File: config.mk
export PLATFORM = sky130hd
export DESIGN_NAME = pwm_capture
export DESIGN_NICKNAME = d
export VERILOG_FILES = /design/src/rtl/pwm_capture.sv
export SDC_FILE = /design/constraint.sdc
export NUM_CORES = 1
export LEC_CHECK = 0
export CORE_AREA = 2 2 80 82
export CTS_CLUSTER_SIZE = 30
export DETAILED_ROUTE_END_ITERATION = 8
export DIE_AREA = 0 0 82 84
export GPL_TIMING_DRIVEN = 0
export PLACE_DENSITY = 0.53
export SKIP_LAST_GASP = 1
export SYNTH_ARGS = -nofsm -noshare
export SYNTH_HDL_FRONTEND = slang
export SYNTH_SLANG_ARGS = --single-unit
File: constraint.sdc
create_clock -name clock -period 4.4 [get_ports clock]
set_input_delay 0.44 -clock clock [delete_from_list [all_inputs] [get_ports clock]]
set_output_delay 0.44 -clock clock [all_outputs]
set_load 0.03 [all_outputs]
File: src/rtl/pwm_capture.sv
// PWM capture: synchronizes an external PWM input, measures period (rise to rise) and
// high time in clock cycles, and strobes valid per completed period or timeout on a stall.
module pwm_capture #(
    parameter int WIDTH       = 8,
    parameter int SYNC_STAGES = 2
) (
    input  logic             clock,
    input  logic             reset,
    input  logic             io_en,
    input  logic             io_pwmIn,
    output logic [WIDTH-1:0] io_period,
    output logic [WIDTH-1:0] io_duty,
    output logic             io_valid,
    output logic             io_timeout
);

    typedef enum logic [1:0] {
        ST_IDLE = 2'd0,
        ST_HIGH = 2'd1,
        ST_LOW  = 2'd2
    } state_e;

    localparam logic [WIDTH-1:0] CNT_MAX = {WIDTH{1'b1}};
    localparam logic [WIDTH-1:0] CNT_ONE = {{(WIDTH-1){1'b0}}, 1'b1};

    logic [SYNC_STAGES-1:0] sync_q;
    logic                   s_d_q;
    state_e                 state_q;
    logic [WIDTH-1:0]       cnt_q;
    logic [WIDTH-1:0]       dcap_q;
    logic [WIDTH-1:0]       period_q;
    logic [WIDTH-1:0]       duty_q;
    logic                   valid_q;
    logic                   timeout_q;

    logic                   sync_s;
    logic                   rise_s;
    logic                   fall_s;
    logic [WIDTH-1:0]       cnt_inc_s;
    logic [WIDTH-1:0]       cnt_sat_s;

    assign sync_s    = sync_q[SYNC_STAGES-1];
    assign rise_s    = sync_s & ~s_d_q;
    assign fall_s    = ~sync_s & s_d_q;
    assign cnt_inc_s = cnt_q + CNT_ONE;
    // A fall at the very last count must not wrap into LOW; holding at max lets LOW time out.
    assign cnt_sat_s = (cnt_q == CNT_MAX) ? CNT_MAX : cnt_inc_s;

    // Input synchronizer plus the extra delay flop used for edge detection.
    always_ff @(posedge clock or negedge reset) begin
        if (!reset) begin
            sync_q <= {SYNC_STAGES{1'b0}};
            s_d_q  <= 1'b0;
        end else begin
            sync_q <= {sync_q[SYNC_STAGES-2:0], io_pwmIn};
            s_d_q  <= sync_s;
        end
    end

    // Measurement FSM with registered results and strobes.
    always_ff @(posedge clock or negedge reset) begin
        if (!reset) begin
            state_q   <= ST_IDLE;
            cnt_q     <= {WIDTH{1'b0}};
            dcap_q    <= {WIDTH{1'b0}};
            period_q  <= {WIDTH{1'b0}};
            duty_q    <= {WIDTH{1'b0}};
            valid_q   <= 1'b0;
            timeout_q <= 1'b0;
        end else begin
            valid_q   <= 1'b0;
            timeout_q <= 1'b0;
            if (!io_en) begin
                state_q <= ST_IDLE;
                cnt_q   <= {WIDTH{1'b0}};
                dcap_q  <= {WIDTH{1'b0}};
            end else begin
                case (state_q)
                    ST_IDLE: begin
                        if (rise_s) begin
                            cnt_q   <= CNT_ONE;
                            state_q <= ST_HIGH;
                        end else begin
                            cnt_q   <= {WIDTH{1'b0}};
                        end
                    end
                    ST_HIGH: begin
                        if (fall_s) begin
                            dcap_q  <= cnt_q;
                            cnt_q   <= cnt_sat_s;
                            state_q <= ST_LOW;
                        end else if (cnt_q == CNT_MAX) begin
                            timeout_q <= 1'b1;
                            cnt_q     <= {WIDTH{1'b0}};
                            state_q   <= ST_IDLE;
                        end else begin
                            cnt_q <= cnt_inc_s;
                        end
                    end
                    ST_LOW: begin
                        if (rise_s) begin
                            period_q <= cnt_q;
                            duty_q   <= dcap_q;
                            valid_q  <= 1'b1;
                            cnt_q    <= CNT_ONE;
                            state_q  <= ST_HIGH;
                        end else if (cnt_q == CNT_MAX) begin
                            timeout_q <= 1'b1;
                            cnt_q     <= {WIDTH{1'b0}};
                            state_q   <= ST_IDLE;
                        end else begin
                            cnt_q <= cnt_inc_s;
                        end
                    end
                    default: begin
                        cnt_q   <= {WIDTH{1'b0}};
                        state_q <= ST_IDLE;
                    end
                endcase
            end
        end
    end

    assign io_period  = period_q;
    assign io_duty    = duty_q;
    assign io_valid   = valid_q;
    assign io_timeout = timeout_q;

endmodule

==> Yosys cells after proc, flatten, opt, wreduce, memory -nomap -nowiden <==
Index checks and enable logic that the tools add are counted.
{ "word_totals": {"out_inout_bits": 18, "word_cells": 47, "input_bits": 4, "reg_bits": 39} }
{ "classes": {"muxes": 24, "n_eq_ne": 6, "reduce_logical": 3, "add_sub_neg": 1, "n_bitwise": 4} }
{ "op_table": {"columns": ["operator", "n"], "rows": [
  ["$mux 8", 8],
  ["$pmux 8 s3", 1],
  ["$mux 2", 5],
  ["$add 8x1->8 const B", 1],
  ["$eq 8x8->1 const B", 1],
  ["$mux 1", 8],
  ["$pmux 2 s3", 1],
  ["$ne 2x1->1 const B", 2],
  ["$ne 3x3->1 const B", 1],
  ["$reduce_and 3->1", 1],
  ["$and 1x1->1", 2],
  ["$eq 2x1->1 const B", 1],
  ["$eq 2x2->1 const B", 1],
  ["$logic_not 2->1", 1],
  ["$not 1->1", 2],
  ["$pmux 1 s2", 1],
  ["$reduce_and 2->1", 1]
]} }

==> Depth between registers and ports, before layout <==
{ "logic_depth": {"word_depth": 5, "mapped_depth": 7, "ltp_nobuf": 6} }

==> Worst setup path before layout <==
OpenSTA, ideal clock, no wires.
{ "synth_path": {"path_type": "flip-flop to flip-flop", "from": "reg state_q[0]", "to": "reg cnt_q[2]", "required_ns": 4.318, "setup_slack_ns": 2.772, "t_arrival_ns": 1.546, "setup_time_ns": 0.082, "n_path_buf": 1, "period_less_slack_ns": 1.628, "stages_incl_launch_ff": 8, "path_cell_list": "dfrtp_1 inv_1 ha_1 buf_2 nor2_1 nor3_1 o221ai_1 a31oi_1"} }
{ "synth_between": {"elab_chain_len": 3} }
{ "synth_rtl": {"columns": ["element", "line_no", "rtl"], "rows": [
  ["start: declaration", "28", "state_e state_q;"],
  ["start signal: assignment", "63", "state_q <= ST_IDLE;"],
  ["start signal: assignment", "74", "state_q <= ST_IDLE;"],
  ["start signal: assignment", "82", "state_q <= ST_HIGH;"],
  ["$eq 2x2->1 (tied with other cells)", "78", "case (state_q)"],
  ["$pmux 8 s3 (*)", "78", null],
  ["$mux 8 (*)", "73", "if (!io_en) begin"],
  ["end signal: assignment", "75", "cnt_q <= {WIDTH{1'b0}};"],
  ["end signal: assignment", "84", "cnt_q <= {WIDTH{1'b0}};"],
  ["end signal: assignment", "90", "cnt_q <= cnt_sat_s;"],
  ["end: declaration", "29", "logic [WIDTH-1:0] cnt_q;"]
]} }
Every way passes the cells marked *; elsewhere a longest branch is shown, timed or not.
A chain may end at the register's enable or synchronous reset.

==> Worst setup path after layout <==
Ends and elaborated chain as after synthesis.

==> results.py <==
metrics = {
    "run_status": {
        "status": "complete, no violations",
    },
    "place": {
        "placed_area_sq_um": 2070,
        "gp_congestion": 0.764,
        "hpwl_um": 2340,
        "port_buffers": 21,
    },
    "synth": {
        "synth_area_leaders": "dfrtp_1 55%, mux2_2 10%, nand2_1 4.7%",
        "yosysWarnings": 0,
        "yosysUniqueCellTypes": 36,
        "yosysTopAreaCell": "dfrtp_1",
        "netlist_area_sq_um": 1760,
        "synth_fp_nets": 162,
        "synth_top_area_share_pct": 55.3,
        "synthFlopType": "dfrtp_1",
        "synthArstFlopShare_pct": 100,
        "seq_area_frac_synth_pct": 55.3,
        "post-synth-top-count-cell": "dfrtp_1",
        "synth_edf_count": 0,
        "synthCells": 153,
        "ys_seq_elements": 39,
        "synthTopCellsByCount": "39 x dfrtp_1, 22 x nand2_1, 16 x mux2_2, 13 x a21oi_1",
        "synth.avg_cell_area_sq_um": 11.5,
    },
    "global_route": {
        "grt_max_degree": 40,
        "first_global_vias": 1215,
        "grt.total_usage_pct": 11.3,
        "overflow": 0,
        "antenna_found_initial": 0,
        "grt_pass1_wl_um": 5830,
    },
    "power": {
        "total_power_mw": 0.642,
        "p_sw_mw": 0.156,
        "p_leak_nw": 0.994,
        "netSwitchingFraction_pct": 24.3,
        "combPwrFrac_pct": 7.0,
        "seqPwrFrac_pct": 57.2,
        "power.internal_mw": 0.486,
        "power_density_nw_per_um2": 299,
        "clkPwrFrac_pct": 35.9,
        "ir_drop_uv": 112,
    },
    "critical_path": {
        "worst_setup_path_start_kind": "flop",
        "required_ns": 4.60,
        "cp-end-kind": "flop",
        "cp_max_fo": 8,
        "r2r_cells": 7,
        "crit_type": "flop to flop",
        "crit_arrival_ns": 2.32,
    },
    "cells_and_area": {
        "antenna_cells": 0,
        "fill_cells": 642,
        "drive_gt1_share_pct": 20.9,
        "fin_area_sq_um": 2150,
        "area_delta_synth_final_pct": 21.8,
        "final_core_utilization_pct": 35.3,
        "finalNetCount": 190,
    },
    "die": {
        "fp-row-count": 29,
        "core-area_sq_um": 6100,
        "io_pins": 22,
        "die_x_um": 82,
        "initial_utilization_pct": 28.9,
        "fp.dieArea_sq_um": 6890,
        "die_height_um": 84,
    },
    "timing": {
        "slew_violations": 0,
        "worst_pin_slew_ns": 0.857,
        "fin_skew_ns": 0.00845,
        "grt_setup_unrepaired": "false",
        "max_freq_mhz": 472,
        "max_slew_margin_pct": 42.9,
        "fin_crit_sh_pct": 48.1,
        "tns_ns": 0,
        "fin_crit_ns": 2.12,
        "whs_ns": 0.250,
        "final-setup-viol-count": 0,
        "hold_viol": 0,
    },
    "clock_tree": {
        "tritoncts": "built",
        "clk_pin_slew_ns": 0.08,
        "cts_setup_buffers": 0,
        "ctsHtreeMaxLevel": 2,
        "cts-root-buf": "clkbuf_8",
        "clockBufferDepth": 2,
        "clock-sinks": 39,
        "post_cts_resized": 0,
        "clk_latency_ns": 0.29,
        "cts_hold_buf": 0,
        "numCtsBuffers": 5,
    },
    "routing": {
        "initialDrtViolationCount": 46,
        "first_pass_iters": 4,
        "wl_per_cell_um": 13.0,
        "ant_nets": 0,
        "viasPerCell": 4.63,
        "via_count": 1200,
        "totalWireLength_um": 3370,
        "route.detailed.drc": 0,
    },
    "hold_path": {
        "hp-class": "primary input to asynchronous set/reset pin",
    },
    "run": {
        "drv_cap": 0,
    },
}
[logic make-up (layout without fill, tap and decap cells)]
logic type	Yosys count	count (layout)	synth area share (%)
xor+xnor	2	2	0.993
buf+inv	11	40	3.47
simple gates	51	51	16.3
flops	39	39	55.3
fa+ha+maj	5	5	3.55
compound gates	28	28	9.57
mux	17	17	10.8
[path summary, 6_finish.rpt]
check	startpoint	slack, ns	end
setup / recovery	state_q[0]	2.28	cnt_q[2]
hold / removal	reset	0.25	io_duty[0]
setup reg to reg	state_q[0]	2.28	cnt_q[2]
hold reg to reg	sync_q[0]	0.37	sync_q[1]
max in group asynchronous	reset	3.60	cnt_q[4]
min in group clock	sync_q[0]	0.37	sync_q[1]
[per-stage QoR]
stage	instances	setup slack, ns
4_1_cts	259	2.31
3_3_place_gp	251	1.89
5_1_grt	259	2.08
2_1_floorplan	153	2.77
6_report	259	2.28
3_5_place_dp	251	2.10
[critical path, cell delays in order (launching register included)]
cell	delay, ns
dfrtp_1	0.43
inv_1	0.10
ha_1	0.14
buf_2	0.18
nor2_1	0.08
nor3_1	0.66
o221ai_1	0.25
a31oi_1	0.20
[state kept, by name, indices dropped and copies added, names as in the netlist]
register,count
dcap_q,8
io_duty,8
io_period,8
io_valid,1
s_d_q,1
state_q,2
cnt_q,8
sync_q,2
io_timeout,1
[placed cells by master (no fill, tap or decap), types with 2 or more instances in the layout]
| cell type | instances |
|---|---|
| nor2_1 | 5 |
| clkinv_2 | 3 |
| nand2b_1 | 2 |
| inv_1 | 3 |
| and3b_1 | 2 |
| xor2_1 | 2 |
| clkbuf_8 | 5 |
| ha_1 | 5 |
| mux2_2 | 16 |
| buf_2 | 4 |
| buf_6 | 2 |
| a31oi_1 | 4 |
| dfrtp_1 | 39 |
| nand3_1 | 3 |
| a21o_1 | 3 |
| nand4_1 | 5 |
| a21oi_1 | 13 |
| nand2_1 | 22 |
| clkdlybuf4s50_1 | 20 |
| o21ai_0 | 5 |
[final cells by class]
class,count,area [sq um],share of cell area [%]
Buffer,7,46.3,2.15
Sequential cell,39,976,45.4
Multi-Input combinational cell,103,727,33.8
Clock inverter,3,15.0,0.698
Clock buffer,5,68.8,3.20
Timing Repair Buffer,21,205,9.55
Tap cell,77,96.3,4.48
Inverter,4,15.0,0.698
[power groups by stage]
| stage | clock network, mW | registers, mW | logic, mW |
|---|---|---|---|
| global route | 0.260 | 0.368 | 0.0509 |
| detailed placement | 0 | 0.374 | 0.0456 |
| finish | 0.231 | 0.367 | 0.0446 |
| global placement | 0 | 0.374 | 0.0456 |
| CTS | 0.242 | 0.367 | 0.0456 |
| floorplan | 0 | 0.373 | 0.0279 |
[routing by layer]
layer	part of all wire, %	global-route usage, %	wire length [um]
met5	0	0	0
met1	47	14.7	1590
met2	47	16.9	1580
met4	2.1	4.70	70
met3	3.8	3.79	127
No activity file was read; power rests on OpenSTA's default activity.
